## src/rtl/vram_cpu_port.sv

```systemverilog
// CPU-side initiator for the tile RAM: decodes Z80 cycles to the tile RAM window,
// holds WAIT while the tile generator owns the RAM, then issues one single-cycle access.
module vram_cpu_port #(
    parameter logic [15:0] BASE     = 16'h7400,
    parameter int unsigned MAX_WAIT = 512
) (
    input  logic        clk,
    input  logic        rst_n,
    input  logic        mreqn,
    input  logic        cpu_rdn,
    input  logic        cpu_wrn,
    input  logic [15:0] cpu_addr,
    input  logic [7:0]  cpu_din,
    output logic [7:0]  cpu_dout,
    output logic        cpu_dout_en,
    output logic        waitn,
    input  logic        vram_busy,
    output logic        rdn,
    output logic        wrn,
    output logic        tile_ena,
    output logic [9:0]  addr,
    output logic [7:0]  din,
    input  logic [7:0]  dout,
    output logic        timeout
);

    localparam int unsigned      CNT_W    = $clog2(MAX_WAIT + 1);
    localparam logic [CNT_W-1:0] CNT_MAX  = CNT_W'(MAX_WAIT);
    localparam logic [CNT_W-1:0] CNT_TRIP = CNT_W'(MAX_WAIT - 1);

    typedef enum logic [2:0] {
        IDLE,
        STALL,
        ISSUE,
        CAPTURE,
        DONE
    } state_t;

    state_t           state;
    state_t           state_nxt;
    logic             hit;
    logic             wr_flag;
    logic             wr_sel;
    logic             issue_nxt;
    logic [CNT_W-1:0] stall_cnt;
    logic [CNT_W-1:0] cnt_inc;

    function automatic logic [CNT_W-1:0] sat_inc(input logic [CNT_W-1:0] v);
        if (v >= CNT_MAX) begin
            return CNT_MAX;
        end
        return v + CNT_W'(1);
    endfunction

    assign hit = ~mreqn & (~cpu_rdn | ~cpu_wrn) & (cpu_addr[15:10] == BASE[15:10]);

    // WAIT must fall in the same cycle as the hit and must read released during reset.
    assign waitn       = ~(hit & (state != DONE) & rst_n);
    assign cpu_dout_en = (state == DONE) & ~wr_flag;

    assign cnt_inc   = sat_inc(stall_cnt);
    assign issue_nxt = (state_nxt == ISSUE);
    // In IDLE the direction flag is not latched yet, so take it straight from the bus.
    assign wr_sel    = (state == IDLE) ? ~cpu_wrn : wr_flag;

    always_ff @(posedge clk or negedge rst_n) begin
        if (!rst_n) begin
            state <= IDLE;
        end else begin
            state <= state_nxt;
        end
    end

    always_comb begin
        state_nxt = state;
        case (state)
            IDLE: begin
                if (hit) begin
                    state_nxt = vram_busy ? STALL : ISSUE;
                end
            end
            STALL: begin
                if (!hit) begin
                    state_nxt = IDLE;
                end else if (!vram_busy) begin
                    state_nxt = ISSUE;
                end
            end
            ISSUE:   state_nxt = CAPTURE;
            CAPTURE: state_nxt = DONE;
            DONE: begin
                if (!hit) begin
                    state_nxt = IDLE;
                end
            end
            default: state_nxt = IDLE;
        endcase
    end

    // Request latch and stall supervision
    always_ff @(posedge clk or negedge rst_n) begin
        if (!rst_n) begin
            addr      <= '0;
            din       <= '0;
            wr_flag   <= 1'b0;
            stall_cnt <= '0;
            timeout   <= 1'b0;
        end else begin
            if (state == IDLE && hit) begin
                addr    <= cpu_addr[9:0];
                din     <= cpu_din;
                wr_flag <= ~cpu_wrn;
            end
            if (state == IDLE && hit && vram_busy) begin
                stall_cnt <= '0;
            end else if (state == STALL) begin
                stall_cnt <= cnt_inc;
                if (cnt_inc >= CNT_TRIP) begin
                    timeout <= 1'b1;
                end
            end
        end
    end

    // RAM strobes are registered so the tile generator sees clean one-cycle pulses
    always_ff @(posedge clk or negedge rst_n) begin
        if (!rst_n) begin
            tile_ena <= 1'b0;
            rdn      <= 1'b1;
            wrn      <= 1'b1;
        end else begin
            tile_ena <= issue_nxt;
            rdn      <= ~(issue_nxt & ~wr_sel);
            wrn      <= ~(issue_nxt & wr_sel);
        end
    end

    // Read data capture, one clock after the strobe
    always_ff @(posedge clk or negedge rst_n) begin
        if (!rst_n) begin
            cpu_dout <= '0;
        end else if (state == CAPTURE && !wr_flag) begin
            cpu_dout <= dout;
        end
    end

endmodule

```

## config.mk

```make
export PLATFORM = sky130hd
export DESIGN_NAME = vram_cpu_port
export DESIGN_NICKNAME = d
export VERILOG_FILES = /design/src/rtl/vram_cpu_port.sv
export SDC_FILE = /design/constraint.sdc
export NUM_CORES = 1
export LEC_CHECK = 0
export BUFFER_PORTS_ARGS = -buffer_cell sky130_fd_sc_hd__buf_4
export CORE_MARGIN = 3
export CORE_UTILIZATION = 40
export CTS_CLUSTER_SIZE = 8
export DETAILED_ROUTE_END_ITERATION = 7
export PLACE_DENSITY = 0.66
export SETUP_SLACK_MARGIN = 0.15
export SKIP_CTS_REPAIR_TIMING = 1
export SYNTH_ARGS = -nofsm -noshare
export SYNTH_HDL_FRONTEND = slang
export SYNTH_SLANG_ARGS = --single-unit
```

## constraint.sdc

```tcl
create_clock -name clk -period 1.65 [get_ports clk]
set_input_delay 0.2475 -clock clk [delete_from_list [all_inputs] [get_ports clk]]
set_output_delay 0.2475 -clock clk [all_outputs]
set_load 0.01 [all_outputs]
```

# Word-level counts from Yosys, hierarchy flattened
# Cells that the tools add are included.
# word_totals
reg_bits,44
input_bits,38
# op_classes
magnitude_cmp,2
n_mux,12
n_bitwise,17
addsub,1
n_reduce_logical,7
n_eq_ne,7
# op_table
operator,count
$mux 10,4
$pmux 3 s5,1
$mux 3,4
$add 10x1->10 const B,1
$ge 10x10->1 const B,1
$ge 10x9->1 const B,1
$eq 3x2->1 const B,3
$not 1->1,9
$and 1x1->1,7
$eq 6x5->1 const B,1
$eq 3x1->1 const B,1
$eq 3x3->1 const B,1
$logic_and 1x1->1,3
$logic_not 3->1,1
$ne 3x3->1 const B,1
$reduce_and 3->1,1
$mux 1,2
$mux 2,1
$reduce_bool 2->1,1
$logic_not 1->1,1
$or 1x1->1,1

# Logic depth before layout (Yosys ltp)
# logic_depth
ltp_word,9
depth_mapped,6

# Least setup slack after synthesis
# No wires, ideal clock.
# synth_path
kind,reg-to-reg
startpoint,register state[1]
endpoint,register stall_cnt[6]
stages_incl_launch_ff,6
n_path_buf,1
slack_ns,0.162
arrival_ns,1.424
t_required_ns,1.586
setup_ns,0.064
cell_sequence,dfrtp_1 -> buf_6 -> or2_4 -> or4_1 -> a21oi_1 -> a21o_1
# synth_between
elab_chain_len,4
elab_cells_between_ends,6
# synth_lines
item,line,rtl
from (decl),39,state_t state;
from (signal assigned),70,state <= state_nxt;
$logic_not 3->1,114,if (state == IDLE && hit && vram_busy) begin
$logic_and 1x1->1 (2 in a row),114,
$mux 10 / $reduce_bool 2->1 (equally long branches),--,
to (signal assigned),117,stall_cnt <= cnt_inc;
to (decl),45,logic [CNT_W-1:0] stall_cnt;
# Several ways; a longest one is shown, not always the timed one.
# A chain may end at the register's enable or synchronous reset.

# Final worst setup path
# layout_path
startpoint,register stall_cnt[0]
endpoint,register timeout
# layout_between
elab_chain_len,5
elab_cells_between_ends,6
# layout_lines
item,line,rtl
$ge 10x10->1,49,if (v >= CNT_MAX) begin
$mux 1,49,
$mux 10 (*),52,return v + CNT_W'(1);
$ge 10x9->1 (*),118,if (cnt_inc >= CNT_TRIP) begin
$reduce_and 3->1 (no source line) (*),--,
to (signal assigned),107,timeout <= 1'b0;
to (signal assigned),119,timeout <= 1'b1;
to (decl),24,output logic timeout
# Every way passes the cells marked *; elsewhere a longest branch is shown, timed or not.

==> key figures <==
Status
  – Status: completed

STA
  – Worst slew margin: 0.6424
  – Worst Hold Slack: 0.05786 ns
  – Slew @ Worst Pin: 0.5364 ns
  – Period minus WS final: 1.604 ns
  – Fin crit share: 0.9719
  – Hold Fails Final Rpt: 0
  – Finish-stage setup viols: 0
  – RSZ-0062 raised after global routing: true
  – TNS Setup: 0 ns
  – Fin. max-slew vios: 0
  – F_max: 0.6236 GHz
  – Clock Skew: 0.008830 ns

Detailed routing
  – Final ANT Viol Nets: 0
  – Detailed Routing Iterations Pass 1: 4
  – DR iter-0 viols: 92
  – Drt wl/cell: 14.47 um
  – Via density: 4.981
  – Final wirelength: 4586 um
  – DRC Markers: 0
  – Vias after detailed routing: 1579

Yosys
  – FFs w/ async S/R, synth: 1.000
  – Top cell type's share of synthesized area: 0.5316
  – Post-synthesis area per instance: 12.36 um2
  – Post-synthesis register bit count: 44
  – Top cells by area, synth: dfrtp_1 53%, mux2_2 15%, dfstp_2 2.7%, nand2_1 2.7%, a21o_1 1.9%
  – EDFF count, synth: 0
  – Cell Area, Synth: 1977 um2
  – Yosys warns: 0
  – Post-synthesis sequential area ratio: 0.5582
  – Main synth FF type: dfrtp_1
  – Syn Inst Count: 160
  – Largest area contributor in the netlist: dfrtp_1
  – Cell variety after synth: 39
  – Mapped Nets: 200

Clock tree
  – Worst skew pair latency: 0.30 ns
  – CTS tree: done
  – CTS Buf Count: 5
  – Clk slew on worst S/H paths: 0.08 ns
  – CTS H-tree depth: 2
  – Cell chosen for the clock root: clkbuf_8
  – Clock Sinks: 44
  – CTS Buffer Depth: 2

Setup path
  – Worst r2r src: stall_cnt[0]
  – FF-to-FF path depth: 5
  – R2r setup slk: 0.05 ns
  – Worst flop-to-flop path endpoint: timeout
  – Max incr delay on CP: 0.43 ns
  – CP required: 1.88 ns
  – Worst setup SP type: flop
  – Max stage delay cell, worst path: dfrtp_1
  – Crit path arrival time: 1.84 ns
  – Worst-path cell chain: ha_2 > nor2b_2 > o21ai_1 > a2111oi_2 > a311o_1
  – Crit-path max FO: 5
  – Crit end category: flop
  – CP Class: reg -> reg

Global route
  – Total track usage: 0.1541
  – Pin count of the biggest net entering global routing: 45
  – Gr ovfl total: 0
  – Antenna violations before repair: 0
  – Vias in the first global route: 1594
  – First-pass GRT wire length: 7320 um

Final layout
  – Most common cell after layout, fill and taps aside: buf_4
  – Layout cells sized above 1: 0.5913
  – Commonest non-fill, non-tap cells in the layout: 83 x buf_4, 39 x dfrtp_1, 26 x mux2_2
  – Core Util, Final: 0.6299
  – Post-layout nets: 291
  – Antenna cells: 0
  – Finished Cell Area: 2875 um2
  – Layout area overhead: 45.44%

Power
  – Pleak: 1.457 nW
  – Tot Pwr: 2.891 mW
  – Worst VDD drop: 0.0006024 V
  – Pwr Density: 1006 nW/um2

Min path
  – Min-delay worst type: in -> async

Floorplan
  – Core box area: 4564 um2
  – # IOs: 70
  – Die Y: 76.30 um
  – Initial Utilization: 0.4331
  – Chip width: 76.30 um
  – Die area: 5822 um2
  – Placement row count: 24

Place
  – Hpwl dp: 3242 um
  – PortBufs: 69
  – Area after DPL: 2618 um2
  – Gpl congestion: 0.8087

Flow run
  – # Max-Cap Violations: 0
cell usage after synthesis, types with 2 or more instances:
cell,number
inv_1,3
nand2_1,14
nor2b_1,2
o21ai_0,5
buf_2,3
dfrtp_1,42
and3_1,3
nand3b_1,3
nand3_1,6
or3_2,3
o2bb2ai_1,3
mux2_2,26
a21o_1,5
mux2i_1,2
nor3_1,3
ha_1,2
nand2b_1,2
nor2_1,6
dfstp_2,2
a21oi_1,6
worst max-delay path, delay by kind of cell (launching register included):
family / cells / cell delay (ns)
DFF: 1 / 0.43
AOI/OAI and AO/OA: 3 / 0.75
and+or+nand+nor: 1 / 0.14
adders and majority gates: 1 / 0.23
sequential cells by signal, summed over array words and instances (netlist names):
register,flops
wr_flag,1
timeout,1
rdn,1
cpu_dout,8
tile_ena,1
state,3
din,8
wrn,1
stall_cnt,10
addr,10
layout make-up:
type,count,area (um2)
Inverter,3,11.26
Fill cell,385,1689
Sequential cell,44,1107
Tap cell,65,81.33
Clock inverter,2,12.51
Multi-Input combinational cell,109,910.9
Timing Repair Buffer,88,679.4
Clock buffer,6,72.57
kinds of logic after synthesis:
family	synth area share
AO/OA/AOI/OAI	0.09052
XOR/XNOR	0.004431
adder cells (fa/ha/maj)	0.01266
buffers and inverters	0.01898
flip-flops	0.5582
multiplexers	0.1582
AND/OR/NAND/NOR	0.1570
stage by stage:
stage / cells / setup slack (ns)
4_1_cts: 307 / 0.05363
5_1_grt: 317 / -0.02894
3_3_place_gp: 299 / 0.09696
2_1_floorplan: 160 / 0.1615
6_report: 317 / 0.04644
3_5_place_dp: 299 / 0.07356
worst max path at each step:
stage,start,endpoint,slack (ns)
6_report,stall_cnt[0],timeout,0.05
5_1_grt,stall_cnt[0],timeout,-0.03
4_1_cts,stall_cnt[0],timeout,0.05
3_5_place_dp,stall_cnt[0],timeout,0.07
3_3_place_gp,state[2],stall_cnt[6],0.1
2_1_floorplan,state[1],stall_cnt[6],0.16
metal layers:
layer / up-vias / share of wire / GRT usage
met2: 56 / 0.49 / 0.2540
met5: - / 0 / 0
met1: 761 / 0.43 / 0.1890
met3: 5 / 0.073 / 0.06147
li1: 757 / - / -
met4: 0 / 0.0081 / 0.03804
power by group:
group / internal, mW / switching, mW / total [mW]
combinational: 0.481 / 0.359 / 0.840
clock: 0.296 / 0.363 / 0.659
sequential: 1.23 / 0.163 / 1.39
total: 2.01 / 0.885 / 2.89
(Power assumes the default switching activity.)
